--- src/rtl/prog_loader_pkg.sv ---
// Shared types for the program loader: FSM state encoding and frame constants.
package prog_loader_pkg;

  localparam int WORD_BYTES = 2;
  localparam int WORD_W     = 8 * WORD_BYTES;
  localparam int LEN_W      = 16;

  typedef enum logic [3:0] {
    LEN_HI,
    LEN_LO,
    DATA_HI,
    DATA_LO,
    WRITE,
    CHECK,
    VERIFY,
    DONE,
    ERROR
  } loader_state_t;

endpackage

--- src/rtl/prog_loader_word_assembler.sv ---
// Packs two stream bytes (MSB first) into one memory word; word_ready pulses
// for the single cycle after the low byte is captured.
module word_assembler
  import prog_loader_pkg::*;
(
  input  logic              clk,
  input  logic              rst,
  input  logic [7:0]        data,
  input  logic              cap_hi,
  input  logic              cap_lo,
  output logic [7:0]        hi,
  output logic [WORD_W-1:0] word,
  output logic              word_ready
);

  always_ff @(posedge clk) begin
    if (rst) begin
      hi         <= '0;
      word       <= '0;
      word_ready <= 1'b0;
    end else begin
      word_ready <= cap_lo;
      if (cap_hi) hi <= data;
      if (cap_lo) word <= {hi, data};
    end
  end

endmodule

--- src/rtl/prog_loader.sv ---
// Loads a length-prefixed 16-bit word image into memory, then releases the CPU.
// Optional readback checksum pass enabled with `define PROG_LOADER_VERIFY_EN.
module prog_loader
  import prog_loader_pkg::*;
#(
  parameter int WIDTH    = 16,
  parameter int DEPTH    = 1024,
  parameter int ADD_SIZE = $clog2(DEPTH)
) (
  input  logic                clk,
  input  logic                rst,
  input  logic [7:0]          in_data,
  input  logic                in_valid,
  output logic                in_ready,
  output logic [ADD_SIZE-1:0] mem_addr,
  output logic [WIDTH-1:0]    mem_wdata,
  output logic                mem_we,
  input  logic [WIDTH-1:0]    mem_rdata,
  output logic                busy,
  output logic                done,
  output logic                error,
  output logic                cpu_run
);

  loader_state_t       state;
  logic [LEN_W-1:0]    len;
  logic [ADD_SIZE-1:0] idx;
  logic [WIDTH-1:0]    sum;

  logic                hs;
  logic                cap_hi;
  logic                cap_lo;
  logic [7:0]          asm_hi;
  logic [WORD_W-1:0]   asm_word;
  logic                asm_ready;
  logic [LEN_W-1:0]    len_next;
  logic                last_word;

  assign hs        = in_valid && in_ready;
  assign cap_hi    = hs && (state == LEN_HI || state == DATA_HI);
  assign cap_lo    = hs && (state == DATA_LO);
  assign len_next  = {asm_hi, in_data};
  assign last_word = (LEN_W'(idx) == len - 16'd1);

  word_assembler u_asm (
    .clk        (clk),
    .rst        (rst),
    .data       (in_data),
    .cap_hi     (cap_hi),
    .cap_lo     (cap_lo),
    .hi         (asm_hi),
    .word       (asm_word),
    .word_ready (asm_ready)
  );

  // The assembler's one-cycle pulse lands exactly on the WRITE state.
  assign mem_we    = asm_ready;
  assign mem_wdata = asm_word;

`ifdef PROG_LOADER_VERIFY_EN
  logic [WIDTH-1:0] rsum;
  logic [WIDTH-1:0] rsum_next;
  assign rsum_next = rsum + mem_rdata;
`else
  logic unused_rd;
  assign unused_rd = ^{mem_rdata, sum};
`endif

  always_ff @(posedge clk) begin
    if (rst) begin
      state    <= LEN_HI;
      in_ready <= 1'b0;
      busy     <= 1'b0;
      done     <= 1'b0;
      error    <= 1'b0;
      cpu_run  <= 1'b0;
      mem_addr <= '0;
      len      <= '0;
      idx      <= '0;
      sum      <= '0;
`ifdef PROG_LOADER_VERIFY_EN
      rsum     <= '0;
`endif
    end else begin
      case (state)
        LEN_HI: begin
          in_ready <= 1'b1;
          if (hs) begin
            state <= LEN_LO;
            busy  <= 1'b1;
          end
        end
        LEN_LO: if (hs) begin
          len <= len_next;
          if (len_next == '0) begin
            state    <= DONE;
            in_ready <= 1'b0;
            busy     <= 1'b0;
            done     <= 1'b1;
            cpu_run  <= 1'b1;
          end else if (len_next > LEN_W'(DEPTH)) begin
            state    <= ERROR;
            in_ready <= 1'b0;
            busy     <= 1'b0;
            error    <= 1'b1;
          end else begin
            state <= DATA_HI;
          end
        end
        DATA_HI: if (hs) state <= DATA_LO;
        DATA_LO: if (hs) begin
          state    <= WRITE;
          in_ready <= 1'b0;
          mem_addr <= idx;
        end
        WRITE: begin
          sum <= sum + asm_word;
          // idx stops at N-1 so N==DEPTH never wraps the address.
          if (last_word) begin
            state <= CHECK;
          end else begin
            state    <= DATA_HI;
            in_ready <= 1'b1;
            idx      <= idx + 1'b1;
          end
        end
        CHECK: begin
`ifdef PROG_LOADER_VERIFY_EN
          state    <= VERIFY;
          mem_addr <= '0;
          idx      <= '0;
          rsum     <= '0;
`else
          state   <= DONE;
          busy    <= 1'b0;
          done    <= 1'b1;
          cpu_run <= 1'b1;
`endif
        end
`ifdef PROG_LOADER_VERIFY_EN
        VERIFY: begin
          rsum <= rsum_next;
          if (last_word) begin
            busy <= 1'b0;
            if (rsum_next == sum) begin
              state   <= DONE;
              done    <= 1'b1;
              cpu_run <= 1'b1;
            end else begin
              state <= ERROR;
              error <= 1'b1;
            end
          end else begin
            idx      <= idx + 1'b1;
            mem_addr <= idx + 1'b1;
          end
        end
`endif
        DONE, ERROR: ;
        default: ;
      endcase
    end
  end

endmodule

--- config.mk ---
export PLATFORM = sky130hd
export DESIGN_NAME = prog_loader
export DESIGN_NICKNAME = d
export VERILOG_FILES = /design/src/rtl/prog_loader_pkg.sv /design/src/rtl/prog_loader_word_assembler.sv /design/src/rtl/prog_loader.sv
export SDC_FILE = /design/constraint.sdc
export NUM_CORES = 1
export LEC_CHECK = 0
export BUFFER_PORTS_ARGS = -buffer_cell sky130_fd_sc_hd__clkbuf_2
export CAP_MARGIN = 40
export CORE_UTILIZATION = 35
export CTS_CLUSTER_DIAMETER = 30
export DETAILED_ROUTE_END_ITERATION = 8
export PLACE_DENSITY = 0.57
export RECOVER_POWER = 50
export SETUP_SLACK_MARGIN = 0.02
export SYNTH_ARGS = -nofsm -noshare
export SYNTH_HDL_FRONTEND = slang
export SYNTH_SLANG_ARGS = --single-unit
--- constraint.sdc ---
create_clock -name clk -period 2.2 [get_ports clk]
set_input_delay 0.33 -clock clk [delete_from_list [all_inputs] [get_ports clk]]
set_output_delay 0.33 -clock clk [all_outputs]
set_load 0.1 [all_outputs]
After elaboration in Yosys (flattened, before gate mapping). Index checks and enable logic that the tools add are counted.

$add $sub $neg: 2. Multiply operators: 0. Div/mod/pow operators: 0. Order comparisons: 1. Equal/unequal tests: 13. Shifts and indexed selects: 0. Muxes and demuxes: 19. Bitwise operators: 2. Reductions and logical operators: 18.

Operator list (number): $mux 4 (6); $pmux 4 s6 (1); $eq 10x16->1 (1); $gt 16x11->1 const B (1); $logic_not 16->1 (1); $sub 16x1->16 const B (1); $ne 2x2->1 const B (6); $add 10x1->10 const B (1); $reduce_and 5->1 (2); $eq 4x2->1 const B (2); $eq 4x3->1 const B (2); $mux 1 (8); $reduce_and 4->1 (2); $reduce_and 2->1 (3); $reduce_bool 6->1 (1); $eq 4x1->1 const B (1); $logic_not 4->1 (1); $pmux 1 s4 (1); $reduce_bool 4->1 (1); $logic_and 1x1->1 (3); $mux 3 (1); $ne 3x3->1 const B (1); $pmux 1 s3 (1); $reduce_and 3->1 (1); other kinds (5) (6).

Flip-flop bits (word level): 69. Latch bits: 0. RAM bits: 0. Memory bits (read-only): 0. Input bits: 27. Output and inout bits: 32. Word-level logic and storage cells: 66. Memories kept: 0.

Longest topological paths before layout.
Depth in word-level cells: 5. Gate-level depth with buffers: 10. Depth with buffers taken out: 9.

Modules after synthesis. From an unflattened synthesis, not the netlist that was laid out.

Cells, all modules: 384. Area total of the unflattened synthesis: 3303.2 µm².

By module, submodules not included: prog_loader (times used 1, cells an instance 304, area each 2412.3 µm², sequential area each 880.8 µm²); word_assembler (times used 1, cells an instance 80, area each 890.9 µm², sequential area each 500.5 µm²).

Worst setup path after synthesis. OpenSTA, ideal clock, no wires.

Path kind: flip-flop to flip-flop. From: register in_ready. To: register u_asm.hi[1]. Library setup time: 128 ps. Arrival: 2317 ps. Path slack: -245 ps. Stages on the path, launching flop included: 5. Path through: dfxtp_1 > nand2_1 > nor4_2 > mux2i_1 > nor2_1.

Cells in the longest elaborated chain, start to end: 2.

Ends and longest elaborated chain: start, declared (RTL line prog_loader.sv:14) `output logic in_ready,`; start signal, assigned (RTL line prog_loader.sv:72) `in_ready <= 1'b0;`; start signal, assigned (RTL line prog_loader.sv:87) `in_ready <= 1'b1;`; start signal, assigned (RTL line prog_loader.sv:97) `in_ready <= 1'b0;`; $logic_and 1x1->1 (RTL line prog_loader.sv:39) `assign hs = in_valid && in_ready;`; $logic_and 1x1->1 (RTL line prog_loader.sv:40) `assign cap_hi = hs && (state == LEN_HI || state == DATA_HI);`; end signal, assigned (RTL line prog_loader_word_assembler.sv:23) `if (cap_hi) hi <= data;`; end, declared (RTL line prog_loader_word_assembler.sv:11) `output logic [7:0] hi,`.

No other way between the ends. A chain may end at the register's enable or synchronous reset.

Worst setup path after layout.
From: register len[0]. To: register idx[0].

Cells in the longest elaborated chain, start to end: 4.

Ends and longest elaborated chain: start, declared (RTL line prog_loader.sv:26) `logic [LEN_W-1:0] len;`; start signal, assigned (RTL line prog_loader.sv:94) `len <= len_next;`; $sub 16x1->16 (RTL line prog_loader.sv:43) `assign last_word = (LEN_W'(idx) == len - 16'd1);`; $eq 10x16->1 (RTL line prog_loader.sv:43); $not 1->1 (no line); $reduce_and 2->1 (no line); end signal, assigned (RTL line prog_loader.sv:124) `idx <= idx + 1'b1;`; end, declared (RTL line prog_loader.sv:27) `logic [ADD_SIZE-1:0] idx;`.

No other way between the ends.

==> flow_summary.toml <==
[layout]
final_core_util_pct = 46.92
syn_to_final_growth_pct = 27.45
postLayoutCellArea_um2 = 4172
n_antenna_cell = 0
fin_nets = 490
drive_above_1_share_pct = 22.96
fin_cells = 574

[grt]
grt.overflow.total = 0
grt_start_max_net_pins = 48
grt_usage_pct = 18.17
grt_antenna_before_repair = 0
grt_pass1_wl_mm = 14.05
grt_pass1_vias = 2858

[synth]
yosys_register_bits = 69
synthDistinctLibCells = 51
post-synth-top-area-fraction_pct = 42.20
yosysTopAreaCell = "dfxtp_1"
synth.top_cells.by_area = "dfxtp_1 42%, mux2i_1 7.6%, nand2_1 7.1%, nor2_1 6.0%, a21oi_1 5.5%"
synth_nets = 416
syn_avg_cell_area_um2 = 8.458
synthFlopType = "dfxtp_1"
syn_inst = 387
synth_warnings = 0
synth-async-reset-ratio_pct = 0
synthMuxAreaShare_pct = 10.40
ys_seq_area_share_pct = 42.20
synth_top_family_by_area = "simple AND/OR/NAND/NOR gates"
synth_fa_ha_area_share_pct = 0.7645
synth-simple-area-share_pct = 27.75
synth-xor-area-share_pct = 2.676
synth_compound_area_share_pct = 12.23
synth_edf_count = 0
syn-cell-area_um2 = 3273

[clocking]
cts-root-buf = "clkbuf_8"
clk_pin_slew_ps = 80
cts_tree = "done"
clockBufferDepth = 2
numCtsBuffers = 9
worst_skew_pair.late_latency_ps = 350
hold_buffers = 0
clock_sinks = 69
ctsHtreeMaxLevel = 3

[run_status]
violations = "setup timing"
status = "finished with violations"

[power]
p_sw_mw = 0.8502
total_leakage_power_nw = 1.664
combinationalPowerShare_pct = 16.1
p_int_mw = 2.005
max-vdd-ir-drop_mv = 0.3656
powerDensity_nw_per_um2 = 684.3
seq_power_share_pct = 46.3
power_frac_clock_pct = 37.7
switching_share_pct = 29.78

[sta]
finalCriticalPeriod_ps = 2313
worst_slack_ps = -112.6
fin_skew_ps = 11.95
setup_viol = 13
fmax_ghz = 0.4324
rsz0062_at_grt = "true"
max_slew.worst_pin.slew_ps = 1178
finalCritPeriodShare_pct = 105.1
finalHoldViolations = 0
slew_violations = 0
holdWs_ps = 282.7
maxSlewHeadroom_pct = 21.77

[floorplanning]
dieArea_um2 = 9743
io_pins = 59
start_util_pct = 36.81
die_w_um = 98.71
core_area_um2 = 8891
rows = 34
dieHeight_um = 98.71

[route]
drtIter0Drc = 136
wl_per_cell_um = 14.41
route.detailed.drc = 0
via_per_inst = 5.153
ant_nets = 0
first_pass_iters = 5
vias = 2958
wl_mm = 8.271

[hold_path]
hp-class = "input port to register"

[setup_path]
slowest_stage = "or4b_1"
required_ps = 2440
worstPathCellList = "inv_2 > ha_4 > or4b_1 > o22ai_1 > and3_1 > o22a_1 > and4_4 > nor2_2 > mux2_1"
cp_max_fo = 6
reg2regPathDepth = 9
critPathLaunch = "len[0]"
max_stage_delay_ps = 460
cp.arrival_ps = 2550
crit_buf_inv = 1
path_class = "register to register"
critPathCapture = "idx[0]"
rrSetupSlack_ps = -110
worstSetupPathDepth = 9
reg2reg_to = "idx[0]"
cp-end-kind = "register"
crit_family = "simple AND/OR/NAND/NOR gates"
r2r_start = "len[0]"
start_kind = "register"

[placement]
place_congestion = 0.8131
port_buffers = 42
place_area_um2 = 3877
dp_hpwl_mm = 5.800
placedCellCount = 552

[run]
cap_violations = 0
## final cells by class
type / instances / area, um^2
clock inverters: 7 / 81.33
flip-flops and latches: 69 / 1391
multi-input cells: 290 / 1877
well taps: 108 / 135.1
repair buffers: 86 / 544.3
inverters: 5 / 18.77
fillers: 894 / 4720
clock buffers: 9 / 123.9
## repair_timing
action / CTS / global route
gates cloned: 1 / 0
setup endpoints to repair: 14 / 14
buffers inserted: 5 / 0
pin swaps: 16 / 4
resized for setup: 17 / 3
## cell families (layout without fill, tap and decap cells)
group / Yosys count / in the layout
AO/OA/AOI/OAI: 67 / 67
multiplexers: 33 / 33
XOR/XNOR: 10 / 10
flip-flops: 69 / 69
buffers and inverters: 29 / 107
adder cells (fa/ha/maj): 2 / 2
AND/OR/NAND/NOR: 177 / 178
## worst reg2reg max path: stages (launching register included)
cell,delay (ps)
dfxtp_4,350
inv_2,40
ha_4,170
or4b_1,460
o22ai_1,120
and3_1,170
o22a_1,170
and4_4,340
nor2_2,90
mux2_1,310
## per-layer routing
layer | vias to the layer above | part of all wire, % | global-route usage (%)
met3 | 9 | 3.5 | 2.908
met1 | 1394 | 49 | 24.41
li1 | 1487 | - | -
met5 | - | 0 | 0
met2 | 68 | 46 | 29.14
met4 | 0 | 1.6 | 7.463
## cell usage after synthesis, types with 2 or more instances
master / count
a21oi_1: 36
o21ai_0: 7
mux2i_1: 25
dfxtp_1: 69
nor4_1: 6
xnor2_1: 4
nor2b_1: 8
a311oi_1: 3
clkbuf_1: 16
nand2_1: 62
a31oi_1: 4
a211oi_1: 2
inv_1: 5
o21a_1: 2
or4_1: 2
nor3_1: 9
buf_2: 5
ha_1: 2
nand3_1: 7
o211ai_1: 3
nand4_1: 2
xor2_1: 6
and3_1: 6
nor2_1: 52
mux2_1: 5
o31ai_1: 2
nand2b_1: 5
nor4_4: 4
nor3b_1: 4
mux2_2: 3
## through the flow
stage | setup slack (ps) | TNS (ps) | power, mW
after CTS | -95.93 | -578.3 | 2.899
after global routing | -195.2 | -2073 | 2.983
final | -112.6 | -872.6 | 2.855
after global placement | -125.3 | -831.2 | 1.778
after detailed placement | -125.6 | -889.0 | 1.782
after floorplan | -26.68 | -76.62 | 1.652
## placed cells by master (no fill, tap or decap), types with 8 or more instances in the layout
master     n
dfxtp_1   65
clkbuf_1  33
nor2_1    52
nor2b_1    8
mux2i_1   25
clkbuf_2  11
a21oi_1   36
clkbuf_8   9
nand2_1   62
buf_4     38
## how the worst min path moves through the flow
stage	start	to	slack (ps)	depth (start not counted)
CTS	in_data[0]	u_asm.word[0]	260	3
floorplan	u_asm.hi[7]	u_asm.word[15]	450	2
global placement	mem_addr[6]	mem_addr[6]	440	2
finish	in_data[0]	u_asm.word[0]	280	3
detailed placement	mem_addr[5]	mem_addr[5]	450	2
global route	in_data[1]	u_asm.word[1]	310	3
## power by group through the flow
stage	logic (mW)	clock network [mW]	registers, mW
2_1_floorplan	0.241	0	1.41
3_3_place_gp	0.425	0	1.35
3_5_place_dp	0.428	0	1.35
4_1_cts	0.465	1.11	1.32
5_1_grt	0.498	1.16	1.33
6_report	0.459	1.08	1.32
## state kept, by name, indices dropped and copies added, names as in the netlist
name,cells
len,16
u_asm.word,16
idx,10
mem_addr,10
u_asm.hi,8
state,4
busy,1
cpu_run,1
error,1
in_ready,1
u_asm.word_ready,1
Note: power is estimated with default switching activity, not from simulation.
